## src/rtl/ccg_bist_ctrl_pkg.sv

```systemverilog
// Shared constants and types for the BIST controller.
package ccg_bist_ctrl_pkg;

  localparam int unsigned BIST_SIG_W = 16;
  localparam int unsigned BIST_CNT_W = 16;
  localparam int unsigned BIST_LFSR_W = 24;

  // MISR feedback polynomial (CRC-16-CCITT).
  localparam logic [BIST_SIG_W-1:0] BIST_MISR_POLY = 16'h1021;

  // LFSR tap mask: taps 24,23,22,17 map to bits 23,22,21,16.
  localparam logic [BIST_LFSR_W-1:0] BIST_LFSR_TAPS = 24'hE1_0000;

  typedef enum logic [1:0] {
    BIST_IDLE = 2'd0,
    BIST_RUN  = 2'd1,
    BIST_DONE = 2'd2
  } bist_state_e;

endpackage

```

## src/rtl/ccg_bist_ctrl_misr.sv

```systemverilog
// Response compactor: 16-bit MISR with compact-enable and synchronous clear.
module bist_misr
  import ccg_bist_ctrl_pkg::*;
#(
  parameter int unsigned N_OUT = 14
) (
  input  logic                  clk,
  input  logic                  rst_n,
  input  logic                  clr,
  input  logic                  en,
  input  logic [N_OUT-1:0]      din,
  output logic [BIST_SIG_W-1:0] sig,
  output logic [BIST_SIG_W-1:0] sig_next_c
);

  // Next MISR value if a compaction happens at the coming edge.
  always_comb begin
    sig_next_c = {sig[BIST_SIG_W-2:0], 1'b0}
               ^ (sig[BIST_SIG_W-1] ? BIST_MISR_POLY : BIST_SIG_W'(0))
               ^ BIST_SIG_W'(din);
  end

  // Signature register; clear wins over compaction.
  always_ff @(posedge clk or negedge rst_n) begin
    if (!rst_n) begin
      sig <= '0;
    end else if (clr) begin
      sig <= '0;
    end else if (en) begin
      sig <= sig_next_c;
    end
  end

endmodule

```

## src/rtl/ccg_bist_ctrl.sv

```systemverilog
// BIST controller: LFSR stimulus, pattern counter, FSM and MISR-based pass/fail.
module ccg_bist_ctrl
  import ccg_bist_ctrl_pkg::*;
#(
  parameter int unsigned    N_IN  = 24,
  parameter int unsigned    N_OUT = 14,
  parameter logic [N_IN-1:0] SEED = N_IN'(1)
) (
  input  logic                  clk,
  input  logic                  rst_n,
  input  logic                  start,
  input  logic [BIST_CNT_W-1:0] num_pat,
  input  logic [BIST_SIG_W-1:0] golden_sig,
  output logic [N_IN-1:0]       dut_in,
  input  logic [N_OUT-1:0]      dut_out,
  output logic                  busy,
  output logic                  done,
  output logic                  pass,
  output logic [BIST_SIG_W-1:0] signature
);

  bist_state_e           state_q, state_d;
  logic                  accept_c;
  logic                  compact_c;
  logic                  last_c;
  logic [BIST_CNT_W-1:0] cnt_q, cnt_d;
  logic [N_IN-1:0]       lfsr_q, lfsr_d;
  logic                  busy_d, done_d, pass_d;
  logic [BIST_SIG_W-1:0] misr_next_c;

  // State register.
  always_ff @(posedge clk or negedge rst_n) begin
    if (!rst_n) begin
      state_q <= BIST_IDLE;
    end else begin
      state_q <= state_d;
    end
  end

  // Next-state logic; start is only honoured outside RUN.
  always_comb begin
    state_d  = state_q;
    accept_c = 1'b0;
    unique case (state_q)
      BIST_IDLE, BIST_DONE: begin
        if (start) begin
          accept_c = 1'b1;
          state_d  = (num_pat != '0) ? BIST_RUN : BIST_DONE;
        end
      end
      BIST_RUN: begin
        if (cnt_q == BIST_CNT_W'(1)) state_d = BIST_DONE;
      end
      default: state_d = BIST_IDLE;
    endcase
  end

  // Datapath and output next values.
  always_comb begin
    compact_c = (state_q == BIST_RUN);
    last_c    = compact_c && (cnt_q == BIST_CNT_W'(1));
    cnt_d     = cnt_q;
    lfsr_d    = lfsr_q;
    pass_d    = pass;
    busy_d    = (state_d == BIST_RUN);
    done_d    = (state_d == BIST_DONE);
    if (accept_c) begin
      cnt_d  = num_pat;
      lfsr_d = (num_pat != '0) ? SEED : '0;
      pass_d = (num_pat == '0) && (golden_sig == '0);
    end else if (compact_c) begin
      cnt_d  = cnt_q - BIST_CNT_W'(1);
      lfsr_d = last_c ? '0
                      : {lfsr_q[N_IN-2:0], ^(lfsr_q & N_IN'(BIST_LFSR_TAPS))};
      if (last_c) pass_d = (misr_next_c == golden_sig);
    end
  end

  // Datapath and output registers.
  always_ff @(posedge clk or negedge rst_n) begin
    if (!rst_n) begin
      cnt_q  <= '0;
      lfsr_q <= '0;
      busy   <= 1'b0;
      done   <= 1'b0;
      pass   <= 1'b0;
    end else begin
      cnt_q  <= cnt_d;
      lfsr_q <= lfsr_d;
      busy   <= busy_d;
      done   <= done_d;
      pass   <= pass_d;
    end
  end

  // LFSR is zero outside RUN, so it drives the DUT directly.
  assign dut_in = lfsr_q;

  bist_misr #(
    .N_OUT (N_OUT)
  ) u_misr (
    .clk        (clk),
    .rst_n      (rst_n),
    .clr        (accept_c),
    .en         (compact_c),
    .din        (dut_out),
    .sig        (signature),
    .sig_next_c (misr_next_c)
  );

endmodule

```

## config.mk

```make
export PLATFORM = sky130hd
export DESIGN_NAME = ccg_bist_ctrl
export DESIGN_NICKNAME = d
export VERILOG_FILES = /design/src/rtl/ccg_bist_ctrl_pkg.sv /design/src/rtl/ccg_bist_ctrl_misr.sv /design/src/rtl/ccg_bist_ctrl.sv
export SDC_FILE = /design/constraint.sdc
export NUM_CORES = 1
export LEC_CHECK = 0
export BUFFER_PORTS_ARGS = -buffer_cell sky130_fd_sc_hd__buf_2
export CAP_MARGIN = 15
export CORE_MARGIN = 5
export CORE_UTILIZATION = 43
export DETAILED_ROUTE_END_ITERATION = 6
export PLACE_DENSITY = 0.69
export SETUP_SLACK_MARGIN = 0.2
export SYNTH_ARGS = -nofsm -noshare
export SYNTH_HDL_FRONTEND = slang
export SYNTH_HIERARCHICAL = 1
export SYNTH_SLANG_ARGS = --single-unit
```

## constraint.sdc

```tcl
create_clock -name clk -period 2.1 [get_ports clk]
set_input_delay 0 -clock clk [delete_from_list [all_inputs] [get_ports clk]]
set_output_delay 0 -clock clk [all_outputs]
set_load 0.03 [all_outputs]
```

==> impl_results.md <==
* Outcome: completed
* Asr flop ratio synth at 100%
* Mux contribution to synthesized area at 5.97%
* GRT Util Overall at ~18%
* Core Util, Final at between 50% and 60%
* CP Capture Point: dut_in[23]$_DFFE_PN0P_
* Root Driver: clkbuf_8
* Clk buf depth at 2
* Synth Area in XOR/XNOR at ~11%
* Die area at around 9000 µm²
* Dpl hpwl at roughly 5.5 mm
* # H-tree levels at 3
* Final Instance Area at a little over 4000 µm²
* First-pass GRT wire length at ~12 mm
* RSZ-0062 raised after global routing: yes
* Clock transition at the registers of the reported paths at about 0.070 ns
* Antenna Nets Post-Route at 0
* Initial DRC count at roughly 110
* Row count at 30
* Worst Setup Slack post-DPL at between 0.1 and 0.15 ns
* Worst-path maximum fanout at 12
* Die Height at roughly 94 µm
* Antenna Cells at 0
* Final period util at 97.0%
* Pre-Repair DR Iteration Count at 4
* Max VDD drop at between 0.0008 and 0.0009 V
* Slew headroom at slightly below 60%
* Register area share after synthesis at about half
* Final Hold Violating Endpoints at 0
* CTS tree: built
* Vias per cell at roughly 5.2
* Syn_nets at around 320
* Pwr dens at 1600 nW/µm²
* Ratio of cells with drive above 1 in the final layout at roughly a third
* Finished Layout Cells at ~490
* Ys flop type: dfrtp_1
* Fin crit period at roughly 2.0 ns
* Clk Latency, worst-skew pair at 0.33 ns
* Vias in the first global route at between 2000 and 3000
* Placed Cells incl. Taps at roughly 460
* Total Power at 6.54 mW
* Final net count at 441
* CP arrival at 2.26 ns
* Largest net degree at the start of global routing at 36
* Antenna violations before repair at 0
* Adder-Cell Fraction of Synth Area at less than 1%
* Worst Path Class, Setup: reg2reg
* Ports at 92
* FF-to-FF End: dut_in[23]$_DFFE_PN0P_
* Final RePlAce weighted congestion at slightly below 0.8
* Final setup fails at 0
* Flops & latches, synth at 61
* I/O Buffers at 91
* Synth cell types at 42
* Avg WL per Cell at ~16 µm
* Mapped Cells at around 270
* CP Capture Type: flop
* Post-synthesis simple-gate area fraction at 13.8%
* Critical path launch point type: flop
* FF-to-FF path depth at 7
* Setup Skew at about 0.0057 ns
* Setup TNS at 0 ns
* Main combinational cell family by area after synthesis: compound AO/OA/AOI/OAI gates
* Drt total wl at between 7 and 8 mm
* Initial Utilization at 44.5%
* Area delta synth->final at 34.8%
* EDFF count, synth at 0
* Gr ovfl total at 0
* Setup crit start: cnt_q[1]$_DFFE_PN0P_
* # Max-Cap Violations at 0
* Worst hold path class: in2reg
* Fmax at slightly below 0.5 GHz
* Final setup margin at about 0.063 ns
* Pleak at around 2.0 nW
* Die width at about 94 µm
* WP data required at 2.32 ns
* Compound-Gate Fraction of Synth Area at 14.7%
* Slew Viols, Final at 0
* Cell Area, Synth at just over 3000 µm²
* Placeable Area at about 6800 µm²
* Synth warnings at 6
* Hold WS at ~0.044 ns
* R2r startpoint: cnt_q[1]$_DFFE_PN0P_
* CTS sink count at 61
* Tightest Pin Transition at ~0.63 ns
* Mean Syn Cell Area at 11.1 µm²
* Reg2reg setup slack at ~0.063 ns
* Placed Area at 3630 µm²
* CTS Buf Count at 9
* Via Count at between 2000 and 3000
* Remaining DRCs at 0
[cell families (layout without fill, tap and decap cells)]
group / after synthesis / count (layout)
AND/OR/NAND/NOR: 82 / 82
flip-flops: 61 / 61
AO/OA/AOI/OAI: 57 / 57
XOR/XNOR: 34 / 34
buffers and inverters: 19 / 141
multiplexers: 18 / 18
adder cells (fa/ha/maj): 2 / 2
[Yosys cell counts (2+ instances only)]
master	number	area [µm²]
a21oi_1	6	30.0
a221o_1	3	30.0
a22o_1	23	201
a22oi_1	2	15.0
and4_1	2	17.5
buf_2	3	15.0
buf_4	2	15.0
buf_6	3	33.8
clkbuf_1	6	22.5
dfrtp_1	61	1530
ha_1	2	25.0
inv_1	4	15.0
mux2i_1	17	170
nand2_1	19	71.3
nand2b_1	2	12.5
nand3_1	8	40.0
nand3b_1	2	15.0
nor2_1	25	93.8
nor3_1	5	25.0
nor4_1	11	68.8
o211ai_1	8	60.1
o21ai_0	5	25.0
o21bai_1	2	15.0
o311ai_1	3	26.3
or3_1	2	12.5
xnor2_1	7	61.3
xor2_1	25	219
[critical path, cell delays in order, from the launching register on]
cell and delay [ns]:
dfrtp_1 0.41, inv_2 0.09, ha_4 0.11, or4b_4 0.46, nor4_4 0.25, a21oi_4 0.16, clkbuf_16 0.20, a22o_1 0.23
[state kept, by name, summed over array words and instances (netlist names)]
name	cells
done	1
state_q	2
u_misr/sig	16
busy	1
dut_in	24
pass	1
cnt_q	16
[cell usage in the layout, fill, tap and decap left out, drive strengths merged, types with 3 or more instances in the layout]
cell / count
buf: 103
dfrtp: 61
xor2: 25
nor2: 25
a22o: 23
nand2: 19
mux2i: 17
dlygate4sd3: 16
nor4: 13
clkbuf: 12
o211ai: 8
nand3: 8
xnor2: 7
a21oi: 7
o21ai: 5
nor3: 5
inv: 4
o311ai: 4
a221o: 3
clkinv: 3
[repair_timing]
item / in CTS / in global routing
hold buffers: 16 / 0
pin swaps: 1 / 5
endpoints found under the setup margin: 28 / 33
buffers inserted: 1 / 1
hold endpoints to repair: 41 / 0
gates resized for setup: 2 / 9
cloned: 0 / 2
[cell type report]
cell class	instances	area, µm²
multi-input cells	193	1460
repair buffers	121	781
clock inverters	6	63.8
flip-flops and latches	61	1530
inverters	4	15.0
fillers	610	2740
clock buffers	10	128
well taps	96	120
[where the power goes]
part           switching [mW]  internal (mW)
Clock                   0.462          0.545
Sequential              0.522           1.71
Combinational            1.93           1.37
[how the worst min path moves through the flow]
| stage | start | cells past startpoint | end | slack (ns) |
|---|---|---|---|---|
| after floorplan | rst_n | 0 | busy$_DFF_PN0_ | -0.30 |
| after global placement | rst_n | 1 | u_misr/sig[6]$_DFFE_PN0P_ | 0.06 |
| after detailed placement | rst_n | 1 | u_misr/sig[6]$_DFFE_PN0P_ | 0.06 |
| after CTS | start | 3 | state_q[1]$_DFF_PN0_ | 0.03 |
| after global routing | num_pat[4] | 4 | cnt_q[4]$_DFFE_PN0P_ | 0.05 |
| final | start | 3 | state_q[1]$_DFF_PN0_ | 0.04 |
[per-layer routing]
| layer | GRT usage, % | part of all wire, % | vias to the layer above | routed length, µm |
|---|---|---|---|---|
| met1 | 25.1 | 45 | 1251 | 3600 |
| li1 | - | - | 1237 | - |
| met2 | 27.8 | 48 | 74 | 3820 |
| met5 | 0 | 0 | - | 0 |
| met3 | 3.37 | 5.2 | 8 | 410 |
| met4 | 6.86 | 1.1 | 0 | 90 |
Power figures use the tool's default switching activity.
